File: config.mk
export PLATFORM = sky130hd
export DESIGN_NAME = router_pkt_tx_flat
export DESIGN_NICKNAME = d
export VERILOG_FILES = /design/src/rtl/router_pkt_tx_if.sv /design/src/rtl/router_pkt_tx.sv /design/src/flat_wrapper.sv
export SDC_FILE = /design/constraint.sdc
export NUM_CORES = 1
export LEC_CHECK = 0
export CORE_ASPECT_RATIO = 1.4
export CORE_UTILIZATION = 55
export CTS_BUF_LIST = sky130_fd_sc_hd__clkbuf_2 sky130_fd_sc_hd__clkbuf_4 sky130_fd_sc_hd__clkbuf_8
export CTS_CLUSTER_DIAMETER = 50
export DETAILED_ROUTE_END_ITERATION = 10
export GPL_TIMING_DRIVEN = 0
export PLACE_DENSITY_LB_ADDON = 0.08
export SYNTH_ARGS = -nofsm -noshare
export SYNTH_HDL_FRONTEND = slang
export SYNTH_SLANG_ARGS = --single-unit
File: constraint.sdc
create_clock -name clock -period 3.24 [get_ports clock]
set_clock_uncertainty 0.2 [all_clocks]
set_input_delay 0.972 -clock clock [delete_from_list [all_inputs] [get_ports clock]]
set_output_delay 0.972 -clock clock [all_outputs]
set_load 0.02 [all_outputs]
File: src/rtl/router_pkt_tx_if.sv
// Handshake and byte-bus bundle between a packet source, the transmitter and the router.
interface router_pkt_tx_if;
    logic       req_valid;
    logic [1:0] req_addr;
    logic [5:0] req_len;
    logic       req_inj_err;
    logic       req_ready;
    logic       pl_valid;
    logic [7:0] pl_data;
    logic       pl_ready;
    logic [7:0] data_in;
    logic       pkt_valid;
    logic       busy;
    logic       error;
    logic       done;
    logic       bad_req;
    logic       err_flag;

    // Transmitter side
    modport slave (
        input  req_valid, req_addr, req_len, req_inj_err, pl_valid, pl_data, busy, error,
        output req_ready, pl_ready, data_in, pkt_valid, done, bad_req, err_flag
    );

    // Source / router side
    modport master (
        output req_valid, req_addr, req_len, req_inj_err, pl_valid, pl_data, busy, error,
        input  req_ready, pl_ready, data_in, pkt_valid, done, bad_req, err_flag
    );
endinterface

File: src/rtl/router_pkt_tx.sv
// Packet transmitter: buffers a payload, then sends header, payload and parity
// byte to the router, honouring the router's busy stall, then idles for a gap.
module router_pkt_tx #(
    parameter int GAP_CYCLES = 3
) (
    input  logic           clock,
    input  logic           resetn,
    router_pkt_tx_if.slave bus
);
    localparam int GW = $clog2(GAP_CYCLES + 1);

    typedef enum logic [2:0] {IDLE, LOAD, HEADER, PAYLOAD, PARITY, GAP} state_t;

    state_t        state_q, state_d;
    logic [5:0]    cnt_q, cnt_d;
    logic [5:0]    len_q, len_d;
    logic [1:0]    addr_q, addr_d;
    logic          inj_q, inj_d;
    logic [7:0]    parity_q, parity_d;
    logic [7:0]    data_q, data_d;
    logic          pv_q, pv_d;
    logic          done_q, done_d;
    logic          bad_q, bad_d;
    logic          err_q, err_d;
    logic [GW-1:0] gap_q, gap_d;
    logic          buf_we;
    logic [7:0]    mem [64];

    assign bus.req_ready = (state_q == IDLE);
    assign bus.pl_ready  = (state_q == LOAD);
    assign bus.data_in   = data_q;
    assign bus.pkt_valid = pv_q;
    assign bus.done      = done_q;
    assign bus.bad_req   = bad_q;
    assign bus.err_flag  = err_q;

    // Next-state and registered-output computation
    always_comb begin
        state_d  = state_q;
        cnt_d    = cnt_q;
        len_d    = len_q;
        addr_d   = addr_q;
        inj_d    = inj_q;
        parity_d = parity_q;
        data_d   = data_q;
        pv_d     = pv_q;
        done_d   = 1'b0;
        bad_d    = 1'b0;
        err_d    = err_q;
        gap_d    = gap_q;
        buf_we   = 1'b0;
        case (state_q)
            IDLE: begin
                if (bus.req_valid) begin
                    // Address 3 has no router port; a zero-length packet is meaningless
                    if (bus.req_addr == 2'd3 || bus.req_len == 6'd0) begin
                        bad_d = 1'b1;
                    end else begin
                        addr_d   = bus.req_addr;
                        len_d    = bus.req_len;
                        inj_d    = bus.req_inj_err;
                        parity_d = {bus.req_len, bus.req_addr};
                        err_d    = 1'b0;
                        cnt_d    = 6'd0;
                        state_d  = LOAD;
                    end
                end
            end
            LOAD: begin
                if (bus.pl_valid) begin
                    buf_we   = 1'b1;
                    parity_d = parity_q ^ bus.pl_data;
                    if (cnt_q == len_q - 6'd1) begin
                        data_d  = {len_q, addr_q};
                        pv_d    = 1'b1;
                        cnt_d   = 6'd0;
                        state_d = HEADER;
                    end else begin
                        cnt_d = cnt_q + 6'd1;
                    end
                end
            end
            HEADER: begin
                if (!bus.busy) begin
                    data_d  = mem[0];
                    cnt_d   = 6'd1;
                    state_d = PAYLOAD;
                end
            end
            PAYLOAD: begin
                if (!bus.busy) begin
                    if (cnt_q < len_q) begin
                        data_d = mem[cnt_q];
                        cnt_d  = cnt_q + 6'd1;
                    end else begin
                        // Parity travels with pkt_valid low; inj_err corrupts it on purpose
                        data_d  = parity_q ^ {8{inj_q}};
                        pv_d    = 1'b0;
                        state_d = PARITY;
                    end
                end
            end
            PARITY: begin
                if (bus.error) err_d = 1'b1;
                if (!bus.busy) begin
                    data_d  = 8'd0;
                    done_d  = 1'b1;
                    gap_d   = '0;
                    state_d = GAP;
                end
            end
            GAP: begin
                if (bus.error) err_d = 1'b1;
                if (gap_q == GW'(GAP_CYCLES - 1)) state_d = IDLE;
                else                               gap_d   = gap_q + GW'(1);
            end
            default: state_d = IDLE;
        endcase
    end

    // Control and output registers, cleared asynchronously
    always_ff @(posedge clock or negedge resetn) begin
        if (!resetn) begin
            state_q  <= IDLE;
            cnt_q    <= '0;
            len_q    <= '0;
            addr_q   <= '0;
            inj_q    <= 1'b0;
            parity_q <= '0;
            data_q   <= '0;
            pv_q     <= 1'b0;
            done_q   <= 1'b0;
            bad_q    <= 1'b0;
            err_q    <= 1'b0;
            gap_q    <= '0;
        end else begin
            state_q  <= state_d;
            cnt_q    <= cnt_d;
            len_q    <= len_d;
            addr_q   <= addr_d;
            inj_q    <= inj_d;
            parity_q <= parity_d;
            data_q   <= data_d;
            pv_q     <= pv_d;
            done_q   <= done_d;
            bad_q    <= bad_d;
            err_q    <= err_d;
            gap_q    <= gap_d;
        end
    end

    // Payload buffer; contents are don't-care after reset
    always_ff @(posedge clock) begin
        if (buf_we) mem[cnt_q] <= bus.pl_data;
    end
endmodule
File: src/flat_wrapper.sv
// flat-port wrapper written by rule: the top's interface ports become plain ports
module router_pkt_tx_flat 
#(
    parameter int GAP_CYCLES = 3
)
  (clock, resetn, bus_req_valid, bus_req_addr, bus_req_len, bus_req_inj_err, bus_pl_valid, bus_pl_data, bus_busy, bus_error, bus_req_ready, bus_pl_ready, bus_data_in, bus_pkt_valid, bus_done, bus_bad_req, bus_err_flag);
  router_pkt_tx_if bus_i ();
  input  logic clock;
  input  logic resetn;
  input wire logic [$bits(bus_i.req_valid)-1:0] bus_req_valid;
  input wire logic [$bits(bus_i.req_addr)-1:0] bus_req_addr;
  input wire logic [$bits(bus_i.req_len)-1:0] bus_req_len;
  input wire logic [$bits(bus_i.req_inj_err)-1:0] bus_req_inj_err;
  input wire logic [$bits(bus_i.pl_valid)-1:0] bus_pl_valid;
  input wire logic [$bits(bus_i.pl_data)-1:0] bus_pl_data;
  input wire logic [$bits(bus_i.busy)-1:0] bus_busy;
  input wire logic [$bits(bus_i.error)-1:0] bus_error;
  output wire logic [$bits(bus_i.req_ready)-1:0] bus_req_ready;
  output wire logic [$bits(bus_i.pl_ready)-1:0] bus_pl_ready;
  output wire logic [$bits(bus_i.data_in)-1:0] bus_data_in;
  output wire logic [$bits(bus_i.pkt_valid)-1:0] bus_pkt_valid;
  output wire logic [$bits(bus_i.done)-1:0] bus_done;
  output wire logic [$bits(bus_i.bad_req)-1:0] bus_bad_req;
  output wire logic [$bits(bus_i.err_flag)-1:0] bus_err_flag;
  assign bus_i.req_valid = bus_req_valid;
  assign bus_i.req_addr = bus_req_addr;
  assign bus_i.req_len = bus_req_len;
  assign bus_i.req_inj_err = bus_req_inj_err;
  assign bus_i.pl_valid = bus_pl_valid;
  assign bus_i.pl_data = bus_pl_data;
  assign bus_i.busy = bus_busy;
  assign bus_i.error = bus_error;
  assign bus_req_ready = bus_i.req_ready;
  assign bus_pl_ready = bus_i.pl_ready;
  assign bus_data_in = bus_i.data_in;
  assign bus_pkt_valid = bus_i.pkt_valid;
  assign bus_done = bus_i.done;
  assign bus_bad_req = bus_i.bad_req;
  assign bus_err_flag = bus_i.err_flag;
  router_pkt_tx #(.GAP_CYCLES(GAP_CYCLES)) u_core (.clock(clock), .resetn(resetn), .bus(bus_i));
endmodule
# == Word-level counts from Yosys, hierarchy flattened ==
# Memory sizes are Yosys's and may differ from the RTL's.
# Cells that the tools add are included.
# W data, S select, Z words.
# word_totals
ram_bits,512
word_cells,108
n_memories,1
regBits,40
inputBits,23
# op_classes
muxes,50
eq_ne,20
n_bitwise,3
n_lt_le_gt_ge,1
add_sub_neg,3
reduce_logical,18
# mem_list
memory,words,word_bits,rd,rd_clocked_by_memory_dff,wr,line,rtl
u_core.mem,64,8,2,0,1,router_pkt_tx.sv:27,logic [7:0] mem [64];
# op_table
cell,count
$mux W8,9
$mux W6,7
$pmux W8 S4,1
$mux W3,9
$pmux W6 S4,1
$pmux W3 S6,1
$mux W1,16
$ne A2 B2 Y1 const B,8
$pmux W8 S2,1
$xor A8 B8 Y8,2
$reduce_and A9 Y1,1
$ne A2 B1 Y1 const B,4
$reduce_and A4 Y1,2
$reduce_bool A2 Y1,4
$reduce_bool A4 Y1,2
$reduce_and A7 Y1,1
$add A6 B1 Y6 const B,1
$eq A3 B2 Y1 const B,2
$eq A3 B3 Y1 const B,2
$eq A6 B6 Y1,1
$logic_not A6 Y1,1
$lt A6 B6 Y1,1
$reduce_and A3 Y1,2
$reduce_and A6 Y1,1
other kinds (12),15

# == Depth between registers and ports, before layout ==
# depth
depth_word,5
mapped_depth,12
mapped_depth_nobuf,9

# == Worst setup path before layout ==
# OpenSTA, ideal clock, no wires.
# synth_path
kind,flip-flop to flip-flop
from,register u_core.cnt_q[0]
to,register u_core.data_q[6] (netlist: u_core.bus.data_in[6])
setup_ps,138
path_stages_with_launch,13
path_buffers,3
t_arrival_ps,2564
path_slack_ps,338
cell_sequence,dfrtp_1 -> buf_4 -> clkinv_1 -> clkbuf_1 -> ha_1 -> nor2b_1 -> o21a_1 -> o21ai_0 -> a21o_1 -> clkbuf_1 -> o221ai_1 -> nor4_1 -> o221ai_1
# synth_between
elab_chain_cells,4
# synth_rtl
element,line,rtl
from (decl),router_pkt_tx.sv:15,"logic [5:0] cnt_q, cnt_d;"
from (signal assigned),router_pkt_tx.sv:138,cnt_q <= cnt_d;
$mem_v2 Z64 W8 or $lt A6 B6 Y1 (tied branches),-,
$mux W8,router_pkt_tx.sv:92,if (cnt_q < len_q) begin
$mux W8,router_pkt_tx.sv:91,if (!bus.busy) begin
$pmux W8 S4,router_pkt_tx.sv:52,case (state_q)
to (signal assigned),router_pkt_tx.sv:143,data_q <= data_d;
to (decl),router_pkt_tx.sv:20,"logic [7:0] data_q, data_d;"
# Parallel ways exist; a longest one is shown, timed or not. The select of a mux whose other input is x is not followed.
# A chain may end at the register's enable or synchronous reset.

# == Final worst setup path ==
# layout_path
from,register u_core.cnt_q[2]
to,register u_core.data_q[3] (netlist: u_core.bus.data_in[3])
# The elaborated chain is that of the path after synthesis.

==> impl_metrics.yaml <==
setup_path:
  max_stage_delay_ns: 0.55
  critPathBufInv: 3
  start_kind: "flip-flop"
  r2r_cells: 8
  cp_top_family: "compound AO/OA/AOI/OAI gates"
  path_cells: "clkbuf_2, buf_4, nor2b_2, buf_2, a32oi_2, o2111ai_1, a2111oi_4, a221oi_1"
  r2r_end: "u_core.bus.data_in[3]$_DFFE_PN0P_"
  slowest_stage: "buf_2"
  r2r-start: "u_core.cnt_q[2]$_DFFE_PN0P_"
  cp_max_fo: 10
  critPathKind: "flip-flop to flip-flop"
  arrival_ns: 3.67
  crit_path_start: "u_core.cnt_q[2]$_DFFE_PN0P_"
  required_ns: 3.59
  rrSetupSlack_ns: -0.08
  end_kind: "flip-flop"
pwr:
  p_sw_share_pct: 38.9
  p_leak_nw: 8.79
  p_switching_w: 0.00895
  power_density_nw_per_um2: 858
  clkPwrFrac_pct: 24.6
  seqPwrFrac_pct: 36.5
  ir_drop_v: 0.000445
  p_total_w: 0.0230
  cellInternalPower_w: 0.0141
  p_comb_share_pct: 39.0
detailed_routing:
  final_antenna_net_count: 0
  wl_per_cell_um: 35.8
  vias_per_cell: 6.87
  drt_iter0_drc: 1919
  vias: 14970
  drc: 0
  drt_wl_total_um: 77900
  dr.pass1.iters: 8
cts:
  cts_buffer_depth: 3
  clock_sinks: 552
  root_buffer: "clkbuf_8"
  numCtsBuffers: 83
  cts_htree_levels: 3
  cts_tree: "built"
  clkTransAtPathRegs_ns: 0.06
  insertion_delay_ns: 0.65
global_route:
  grt_max_degree: 55
  grt-ovfl-total: 0
  antenna_found_initial: 2
  grt_pass1_vias: 14851
  grt_pass1_wl_um: 109000
  grt_use_total_pct: 37.8
final_layout:
  syn_to_final_growth_pct: 18.0
  num-nets-final: 1613
  final_area_um2: 26800
  drive_above_1_share_pct: 28.2
  mostFrequentLayoutCell: "edfxtp_1"
  fin_util_pct: 66.2
  final_cell_mix: "edfxtp_1, clkbuf_8, a21oi_1"
  instances_no_fill: 2179
logic_synthesis:
  synth_top_area_share_pct: 67.7
  synth_seq_cells: 552
  ys_async_sr_fraction_pct: 7.25
  synth_edf_count: 512
  synthFlopType: "edfxtp_1"
  netlist_area_um2: 22700
  synth-seq-area-share_pct: 72.1
  synth.largest_area_cell: "edfxtp_1"
  syn_inst: 1422
  yosys.cell_types.count: 73
  syn_nets: 1454
  avgSynthCellArea_um2: 16.0
  netlist_top_cells_area: "edfxtp_1, dfrtp_1, mux4_2, mux2_2, mux2i_1"
  yosysWarningCount: 0
place:
  dp_hpwl_um: 51700
  placed_cells: 2001
  dpl_cell_area_um2: 23900
  numPortBuffers: 36
  gp_congestion: 0.957
floorplanning:
  io_pins: 37
  die_y_um: 243
  fp.dieW_um: 174
  dieArea_um2: 42100
  core_area_um2: 40500
  start_util_pct: 56.1
  rows: 87
timing:
  layout_worst_path_cycle_share_pct: 103
  fmaxAchievable_mhz: 301
  finalSetupViolCount: 8
  slew_violations: 0
  hold_violations: 0
  grt_setup_unrepaired: "true"
  finalWorstSetupSlack_ns: -0.0815
  hold_slack_ns: 0.291
  finalWorstPathRequiredPeriod_ns: 3.32
  tightest_slew_ns: 1.32
  relSlewSlack_pct: 11.7
min_path:
  hold_start: "u_core.bus.data_in[7]$_DFFE_PN0P_"
  hold_end: "u_core.bus.data_in[7]$_DFFE_PN0P_"
  min_path_type: "flip-flop to flip-flop"
  hold_depth: 2
run:
  maxCapViolations: 0
outcome:
  violations: "negative setup slack"
  status: "finished with violations"
==> worst register-to-register path, stage by stage, from the launching register on <==
cell and delay (ns):
dfrtp_1 0.38, clkbuf_2 0.19, buf_4 0.24, nor2b_2 0.53, buf_2 0.55, a32oi_2 0.27
o2111ai_1 0.47, a2111oi_4 0.09, a221oi_1 0.30
==> power by group through the flow <==
stage / combinational (W) / clock [W] / sequential [W]
finish: 0.00897 / 0.00565 / 0.00840
global route: 0.00914 / 0.00597 / 0.00842
CTS: 0.00861 / 0.00567 / 0.00839
detailed placement: 0.00790 / 0 / 0.00852
global placement: 0.00785 / 0 / 0.00854
floorplan: 0.00445 / 0 / 0.00849
==> flip-flops by register name, summed over array words and instances (netlist names) <==
| signal | flops |
|---|---|
| u_core.addr_q | 2 |
| u_core.bus.bad_req | 1 |
| u_core.bus.data_in | 8 |
| u_core.bus.done | 1 |
| u_core.bus.err_flag | 1 |
| u_core.bus.pkt_valid | 1 |
| u_core.cnt_q | 6 |
| u_core.gap_q | 2 |
| u_core.inj_q | 1 |
| u_core.len_q | 6 |
| u_core.mem | 512 |
| u_core.parity_q | 8 |
| u_core.state_q | 3 |
==> routing by layer <==
layer / vias up / part of all wire, % / global-route usage (%)
li1: 6045 / - / -
met1: 7494 / 33 / 45.3
met5: - / 0.017 / 0
met4: 2 / 8.7 / 27.5
met3: 314 / 11 / 8.04
met2: 1115 / 48 / 60.6
==> synthesized netlist by cell type (7+ instances only) <==
master / count
xnor2_1: 9
and3_1: 9
o22ai_1: 24
a31oi_1: 17
nand2_1: 52
clkbuf_1: 41
dfrtp_1: 40
o21ai_0: 56
a221o_1: 8
nor2_1: 112
mux2_2: 49
mux4_2: 41
mux2i_1: 53
a21oi_1: 59
or3_1: 10
nand3_1: 27
buf_2: 26
a221oi_1: 45
a22oi_1: 48
nor2b_1: 9
nor3_1: 13
a22o_1: 12
ha_1: 9
buf_4: 15
buf_6: 7
edfxtp_1: 512
o221ai_1: 8
inv_1: 13
==> layout make-up <==
type,count,area [um2]
timing repair buffer,77,923
clock inverter,37,255
buffer,91,652
inverter,15,60.1
tap,534,668
sequential,552,16400
antenna,1,2.50
clock buffer,111,1360
fill,2898,13700
multi-input combinational,761,6520
==> worst max-delay path by stage <==
stage | to | cells after the start
2_1_floorplan | u_core.bus.data_in[6]$_DFFE_PN0P_ | 12
3_3_place_gp | u_core.bus.data_in[1]$_DFFE_PN0P_ | 12
3_5_place_dp | u_core.bus.data_in[1]$_DFFE_PN0P_ | 12
4_1_cts | u_core.bus.data_in[6]$_DFFE_PN0P_ | 9
5_1_grt | u_core.bus.data_in[1]$_DFFE_PN0P_ | 9
6_report | u_core.bus.data_in[3]$_DFFE_PN0P_ | 8
==> timing repair <==
item | 4_1_cts | 5_1_grt
hold buffers | 1 | 0
hold endpoints to repair | 7 | 0
resized for setup | 237 | 33
pin swaps | 21 | 4
setup endpoints to repair | 532 | 105
buffers inserted | 31 | 0
==> per-stage QoR <==
stage	setup TNS [ns]	setup WS [ns]
after floorplan	0	0.338
after detailed placement	-467.19	-1.90
final	-0.147	-0.0815
after global routing	-0.0275	-0.0214
after CTS	0	0.00412
after global placement	-874.61	-1.85
==> kinds of logic (layout without fill, tap and decap cells) <==
| kind of cell | count (synthesis) | in the layout | share of synthesized area [%] |
|---|---|---|---|
| DFF | 552 | 552 | 72.1 |
| AOI/OAI and AO/OA | 324 | 324 | 10.0 |
| and+or+nand+nor | 270 | 270 | 5.59 |
| muxes | 143 | 143 | 8.83 |
| buffers and inverters | 109 | 331 | 2.43 |
| xor gates and xnor gates | 15 | 15 | 0.578 |
| adders and majority gates | 9 | 9 | 0.496 |
| other | 0 | 1 | 0 |
Power figures use the tool's default switching activity.
